File: config.mk
export PLATFORM = sky130hd
export DESIGN_NAME = multicycle_ctrl_flat
export DESIGN_NICKNAME = d
export VERILOG_FILES = /design/src/rtl/multicycle_ctrl_if.sv /design/src/rtl/multicycle_ctrl.sv /design/src/flat_wrapper.sv
export SDC_FILE = /design/constraint.sdc
export NUM_CORES = 1
export LEC_CHECK = 0
export CAP_MARGIN = 10
export CORE_ASPECT_RATIO = 0.75
export CORE_MARGIN = 4
export CORE_UTILIZATION = 48
export CTS_BUF_LIST = sky130_fd_sc_hd__clkbuf_4
export CTS_CLUSTER_SIZE = 30
export DETAILED_ROUTE_END_ITERATION = 8
export PLACE_DENSITY_LB_ADDON = 0.1
export SLEW_MARGIN = 10
export SYNTH_ARGS = -nofsm -noshare
export SYNTH_HDL_FRONTEND = slang
export SYNTH_SLANG_ARGS = --single-unit
File: constraint.sdc
create_clock -name clk -period 2.6 [get_ports clk]
set_clock_uncertainty 0.1 [all_clocks]
set_input_delay 0.39 -clock clk [delete_from_list [all_inputs] [get_ports clk]]
set_output_delay 0.39 -clock clk [all_outputs]
set_load 0.1 [all_outputs]
File: src/rtl/multicycle_ctrl_if.sv
// Control bundle between the multicycle controller and its datapath.
// The controller takes the master side: it samples instruction fields and status, and drives every control line.
interface multicycle_ctrl_if;
  logic [5:0] opcode;
  logic [5:0] funct;
  logic       zero;
  logic       mem_ready;
  logic       pc_we;
  logic [1:0] pc_src;
  logic       ir_we;
  logic       mem_rd;
  logic       mem_wr;
  logic [1:0] ext_sel;
  logic [2:0] alu_op;
  logic       alu_src_b;
  logic       reg_we;
  logic       reg_dst;
  logic       mem_to_reg;
  logic       illegal;
  logic [2:0] state;

  modport master (
    input  opcode, funct, zero, mem_ready,
    output pc_we, pc_src, ir_we, mem_rd, mem_wr, ext_sel, alu_op,
           alu_src_b, reg_we, reg_dst, mem_to_reg, illegal, state
  );

  modport slave (
    output opcode, funct, zero, mem_ready,
    input  pc_we, pc_src, ir_we, mem_rd, mem_wr, ext_sel, alu_op,
           alu_src_b, reg_we, reg_dst, mem_to_reg, illegal, state
  );
endinterface

File: src/rtl/multicycle_ctrl.sv
// Multicycle MIPS-subset control FSM: FETCH/DECODE/EXEC/MEM/WB sequencing with
// datapath controls decoded from the opcode/funct latched in DECODE.
module multicycle_ctrl #(
  parameter bit IGNORE_READY = 1'b0
) (
  input logic             clk,
  input logic             rst,
  multicycle_ctrl_if.master bus
);

  typedef enum logic [2:0] {
    FETCH  = 3'd0,
    DECODE = 3'd1,
    EXEC   = 3'd2,
    MEM    = 3'd3,
    WB     = 3'd4
  } state_t;

  typedef enum logic [3:0] {
    K_RTYPE, K_ADDI, K_ANDI, K_ORI, K_LUI, K_LW, K_SW, K_BEQ, K_J, K_ILL
  } kind_t;

  function automatic kind_t classify(input logic [5:0] op, input logic [5:0] fn);
    kind_t k;
    k = K_ILL;
    case (op)
      6'h00: begin
        case (fn)
          6'h20, 6'h22, 6'h24, 6'h25, 6'h2A: k = K_RTYPE;
          default:                           k = K_ILL;
        endcase
      end
      6'h08:   k = K_ADDI;
      6'h0C:   k = K_ANDI;
      6'h0D:   k = K_ORI;
      6'h0F:   k = K_LUI;
      6'h23:   k = K_LW;
      6'h2B:   k = K_SW;
      6'h04:   k = K_BEQ;
      6'h02:   k = K_J;
      default: k = K_ILL;
    endcase
    return k;
  endfunction

  state_t     state_q, state_d;
  logic [5:0] op_q, fn_q;
  kind_t      kind_live, kind_q;
  logic       rdy;

  assign rdy       = IGNORE_READY ? 1'b1 : bus.mem_ready;
  assign kind_live = classify(bus.opcode, bus.funct);
  assign kind_q    = classify(op_q, fn_q);
  assign bus.state = rst ? 3'd0 : state_q;

  always_ff @(posedge clk) begin
    if (rst) begin
      state_q <= FETCH;
      op_q    <= '0;
      fn_q    <= '0;
    end else begin
      state_q <= state_d;
      if (state_q == DECODE) begin
        op_q <= bus.opcode;
        fn_q <= bus.funct;
      end
    end
  end

  always_comb begin
    state_d        = FETCH;
    bus.pc_we      = 1'b0;
    bus.pc_src     = 2'b00;
    bus.ir_we      = 1'b0;
    bus.mem_rd     = 1'b0;
    bus.mem_wr     = 1'b0;
    bus.ext_sel    = 2'b01;
    bus.alu_op     = 3'b000;
    bus.alu_src_b  = 1'b0;
    bus.reg_we     = 1'b0;
    bus.reg_dst    = 1'b0;
    bus.mem_to_reg = 1'b0;
    bus.illegal    = 1'b0;

    // Datapath selects come only from the latched decode so they stay
    // constant from EXEC through WB even if opcode/funct inputs move.
    if (!rst && (state_q == EXEC || state_q == MEM || state_q == WB)) begin
      case (kind_q)
        K_RTYPE: begin
          case (fn_q)
            6'h22:   bus.alu_op = 3'b001;
            6'h24:   bus.alu_op = 3'b010;
            6'h25:   bus.alu_op = 3'b011;
            6'h2A:   bus.alu_op = 3'b100;
            default: bus.alu_op = 3'b000;
          endcase
          bus.reg_dst = 1'b1;
        end
        K_ANDI: begin
          bus.alu_op    = 3'b010;
          bus.ext_sel   = 2'b00;
          bus.alu_src_b = 1'b1;
        end
        K_ORI: begin
          bus.alu_op    = 3'b011;
          bus.ext_sel   = 2'b00;
          bus.alu_src_b = 1'b1;
        end
        K_LUI: begin
          bus.alu_op    = 3'b011;
          bus.ext_sel   = 2'b10;
          bus.alu_src_b = 1'b1;
        end
        K_BEQ:   bus.alu_op = 3'b001;
        K_LW: begin
          bus.alu_src_b  = 1'b1;
          bus.mem_to_reg = 1'b1;
        end
        default: bus.alu_src_b = 1'b1;
      endcase
    end

    if (!rst) begin
      case (state_q)
        FETCH: begin
          bus.mem_rd = 1'b1;
          if (rdy) begin
            bus.ir_we = 1'b1;
            bus.pc_we = 1'b1;
            state_d   = DECODE;
          end else begin
            state_d   = FETCH;
          end
        end
        DECODE: begin
          case (kind_live)
            K_J: begin
              bus.pc_we  = 1'b1;
              bus.pc_src = 2'b10;
              state_d    = FETCH;
            end
            K_ILL: begin
              bus.illegal = 1'b1;
              state_d     = FETCH;
            end
            default: state_d = EXEC;
          endcase
        end
        EXEC: begin
          case (kind_q)
            K_BEQ: begin
              bus.pc_we  = bus.zero;
              bus.pc_src = 2'b01;
              state_d    = FETCH;
            end
            K_LW, K_SW: state_d = MEM;
            default:    state_d = WB;
          endcase
        end
        MEM: begin
          bus.mem_rd = (kind_q == K_LW);
          bus.mem_wr = (kind_q == K_SW);
          if (rdy) state_d = (kind_q == K_LW) ? WB : FETCH;
          else     state_d = MEM;
        end
        WB: begin
          bus.reg_we = 1'b1;
          state_d    = FETCH;
        end
        default: state_d = FETCH;
      endcase
    end
  end

endmodule
File: src/flat_wrapper.sv
// flat-port wrapper written by rule: the top's interface ports become plain ports
module multicycle_ctrl_flat 
#(
  parameter bit IGNORE_READY = 1'b0
)
  (clk, rst, bus_opcode, bus_funct, bus_zero, bus_mem_ready, bus_pc_we, bus_pc_src, bus_ir_we, bus_mem_rd, bus_mem_wr, bus_ext_sel, bus_alu_op, bus_alu_src_b, bus_reg_we, bus_reg_dst, bus_mem_to_reg, bus_illegal, bus_state);
  multicycle_ctrl_if bus_i ();
  input logic clk;
  input logic rst;
  input wire logic [$bits(bus_i.opcode)-1:0] bus_opcode;
  input wire logic [$bits(bus_i.funct)-1:0] bus_funct;
  input wire logic [$bits(bus_i.zero)-1:0] bus_zero;
  input wire logic [$bits(bus_i.mem_ready)-1:0] bus_mem_ready;
  output wire logic [$bits(bus_i.pc_we)-1:0] bus_pc_we;
  output wire logic [$bits(bus_i.pc_src)-1:0] bus_pc_src;
  output wire logic [$bits(bus_i.ir_we)-1:0] bus_ir_we;
  output wire logic [$bits(bus_i.mem_rd)-1:0] bus_mem_rd;
  output wire logic [$bits(bus_i.mem_wr)-1:0] bus_mem_wr;
  output wire logic [$bits(bus_i.ext_sel)-1:0] bus_ext_sel;
  output wire logic [$bits(bus_i.alu_op)-1:0] bus_alu_op;
  output wire logic [$bits(bus_i.alu_src_b)-1:0] bus_alu_src_b;
  output wire logic [$bits(bus_i.reg_we)-1:0] bus_reg_we;
  output wire logic [$bits(bus_i.reg_dst)-1:0] bus_reg_dst;
  output wire logic [$bits(bus_i.mem_to_reg)-1:0] bus_mem_to_reg;
  output wire logic [$bits(bus_i.illegal)-1:0] bus_illegal;
  output wire logic [$bits(bus_i.state)-1:0] bus_state;
  assign bus_i.opcode = bus_opcode;
  assign bus_i.funct = bus_funct;
  assign bus_i.zero = bus_zero;
  assign bus_i.mem_ready = bus_mem_ready;
  assign bus_pc_we = bus_i.pc_we;
  assign bus_pc_src = bus_i.pc_src;
  assign bus_ir_we = bus_i.ir_we;
  assign bus_mem_rd = bus_i.mem_rd;
  assign bus_mem_wr = bus_i.mem_wr;
  assign bus_ext_sel = bus_i.ext_sel;
  assign bus_alu_op = bus_i.alu_op;
  assign bus_alu_src_b = bus_i.alu_src_b;
  assign bus_reg_we = bus_i.reg_we;
  assign bus_reg_dst = bus_i.reg_dst;
  assign bus_mem_to_reg = bus_i.mem_to_reg;
  assign bus_illegal = bus_i.illegal;
  assign bus_state = bus_i.state;
  multicycle_ctrl #(.IGNORE_READY(IGNORE_READY)) u_core (.clk(clk), .rst(rst), .bus(bus_i));
endmodule
==> metrics.md <==
| Metric | Value |
|---|---|
| CTS tree | built |
| Worst setup SP type | flip-flop |
| Met3 Resource Use GR | 0.0425 |
| Tcrit/Tclk final | 0.991 |
| GRT Util Overall | 0.250 |
| First-pass GRT wire length | 6280 µm |
| Sink Count | 15 |
| CP required | 2110 ps |
| Starting DRT DRC Count | 76 |
| WL final | 4060 µm |
| Util after Layout | 0.901 |
| DR DRC count | 0 |
| Synthesis-to-layout area growth | 79.8% |
| Vias/cell | 6.00 |
| Met1 Use GR | 0.318 |
| Site Rows | 15 |
| Pre-CTS WS | -205 ps |
| CP Capture Type | output pin |
| Peak supply drop | 0.280 mV |
| Maxcap violations | 0 |
| # setup viols final | 0 |
| Yosys reg bits | 15 |
| Slew headroom | 0.623 |
| Fin crit period | 2580 ps |
| Multi-input logic area | 977 µm² |
| Clock Root Buffer | clkbuf_4 |
| Reg area | 308 µm² |
| Vias in the first global route | 1285 |
| Post-DP Area | 0.00195 mm² |
| Yosys top cell area share | 0.262 |
| Post-DR wirelength/cell | 17.1 µm |
| Arrival @ worst endpoint | 2090 ps |
| Vias | 1428 |
| Hold/Removal Path Class | reg -> reg |
| Outcome | finished clean |
| Post-DP HPWL | 2930 µm |
| Final std cells w/o fill | 238 |
| Io pins | 35 |
| Hold WS | 372 ps |
| Initial antenna violation count | 0 |
| Async SR Flop Fraction | 0 |
| Fin area | 0.00206 mm² |
| Mapped Cells | 154 |
| Proportion of layout cells with a drive suffix above 1 | 0.392 |
| Fill count | 113 |
| RSZ-0062 raised after global routing | true |
| Post-Place Cells | 231 |
| Final worst slack | 22.3 ps |
| Antenna-violating nets left | 0 |
| Core Region | 0.00229 mm² |
| Power Total | 606 µW |
| Number of synthesized flops with an enable pin | 0 |
| Cell Area, Synth | 0.00115 mm² |
| Routability Congestion | 0.828 |
| # diodes | 0 |
| Latest clock arrival within the worst-skew pair | 300 ps |
| Synth Net Count | 170 |
| Worst Tran Pin Value | 564 ps |
| Clk pin slew, worst setup/hold paths | 100 ps |
| Register area share after synthesis | 0.262 |
| Fmax | 388 MHz |
| Lkg Pwr | 0.820 nW |
| Power per Cell Area | 294 mW/mm² |
| Max Fanout on Critical Path | 3 |
| Die X | 64.5 µm |
| Grt met2 use | 0.437 |
| Total gr overflow | 0 |
| Synth cell types | 43 |
| Setup TNS | 0 ps |
| Setup CP Type | reg -> out |
| Fin nets | 221 |
| Clock buffer depth | 2 |
| Hold_buf cts | 0 |
| Initial core utilization | 0.501 |
| Die ar. | 0.00324 mm² |
| Chip height | 50.3 µm |
| GRT busiest layer | met2 |
| Hold Vio Cnt, Final | 0 |
| YS warnings | 0 |
| Largest net degree at the start of global routing | 15 |
| CTS Buf Count | 3 |
| Max H-tree Level | 1 |
| Top cells by area, synth | dfxtp_1, nand2_1, a21oi_1, nor4_1, nor2b_1 |
| Synth area leader | dfxtp_1 |
| Flop-to-flop setup slack | 770 ps |
| Max-slew violations | 0 |
| Ys flop type | dfxtp_1 |
| Buffers on Ports | 34 |
| Avg Inst Size Synth | 7.45 µm² |
| First-pass DRT Iterations | 4 |
## placed cells by master, fill, tap and decap left out, types with 3 or more instances in the layout
cell type | synthesis | routed
nand4b_1 | 4 | 4
nor3b_1 | 3 | 3
or4_4 | 1 | 3
nor2b_1 | 7 | 6
a21oi_1 | 17 | 16
clkdlybuf4s50_1 | 0 | 10
or2_2 | 4 | 3
nor4_1 | 9 | 4
clkbuf_4 | 0 | 3
dlymetal6s2s_1 | 0 | 4
nor4_4 | 1 | 6
dfxtp_2 | 0 | 3
dfxtp_1 | 15 | 11
nand2_1 | 31 | 31
inv_1 | 4 | 4
nor2_1 | 10 | 8
buf_12 | 0 | 19
buf_4 | 0 | 21
## critical path, stage by stage (launching register included)
cell,delay (ps)
dfxtp_2,340
or2b_4,290
a211o_1,290
or3_4,370
o41ai_4,270
buf_12,220
## synth_stat cells, types with 2 or more instances
cell      instances
nand2_1          31
a21oi_1          17
dfxtp_1          15
nor2_1           10
nor4_1            9
nor2b_1           7
clkbuf_1          6
inv_1             4
nand4b_1          4
or2_2             4
nor3_1            3
nor3b_1           3
and2b_2           2
and3_1            2
buf_2             2
nand2b_1          2
nand3_1           2
o21ai_0           2
o21bai_1          2
o311ai_0          2
or2b_1            2
or4_1             2
## final cells by class
class	count	share of cell area
multi-input combinational	126	0.474
inverter	4	0.00728
timing repair buffer	55	0.336
clock inverter	1	0.00243
tap	34	0.0206
sequential	15	0.149
clock buffer	3	0.0109
## flip-flops by register name, indices dropped and copies added, names as in the netlist
name and cells:
u_core.state_q 3, u_core.fn_q 6, u_core.op_q 6
## report_power, final
group          switching, mW  internal [mW]  total [mW]  leakage (nW)
sequential            0.0139          0.239       0.253         0.124
combinational          0.121         0.0874       0.209         0.678
clock                 0.0866         0.0575       0.144        0.0177
## per-layer routing
| metal | up-vias | wire, µm |
|---|---|---|
| met1 | 670 | 1700 |
| li1 | 662 | - |
| met3 | 12 | 256 |
| met2 | 84 | 2000 |
| met4 | 0 | 102 |
| met5 | - | 0 |
## cell families after synthesis
| kind of cell | after synthesis | share of synthesized area |
|---|---|---|
| simple gates | 90 | 0.461 |
| mux | 3 | 0.0316 |
| flops | 15 | 0.262 |
| compound gates | 32 | 0.186 |
| xor+xnor | 1 | 0.00763 |
| buf+inv | 13 | 0.0512 |
## final timing paths
path,from,endpoint,cells after the start
setup / recovery,u_core.fn_q[5],bus_alu_op[1],5
hold / removal,u_core.fn_q[5],u_core.fn_q[5],2
setup reg to reg,u_core.op_q[2],u_core.state_q[2],5
hold reg to reg,u_core.fn_q[5],u_core.fn_q[5],2
## repair_timing
item	CTS	global route
setup buffers	0	3
pin swaps	4	6
gates resized for setup	8	15
cloned	0	0
endpoints found under the setup margin	6	6
No activity file was read; power rests on OpenSTA's default activity.
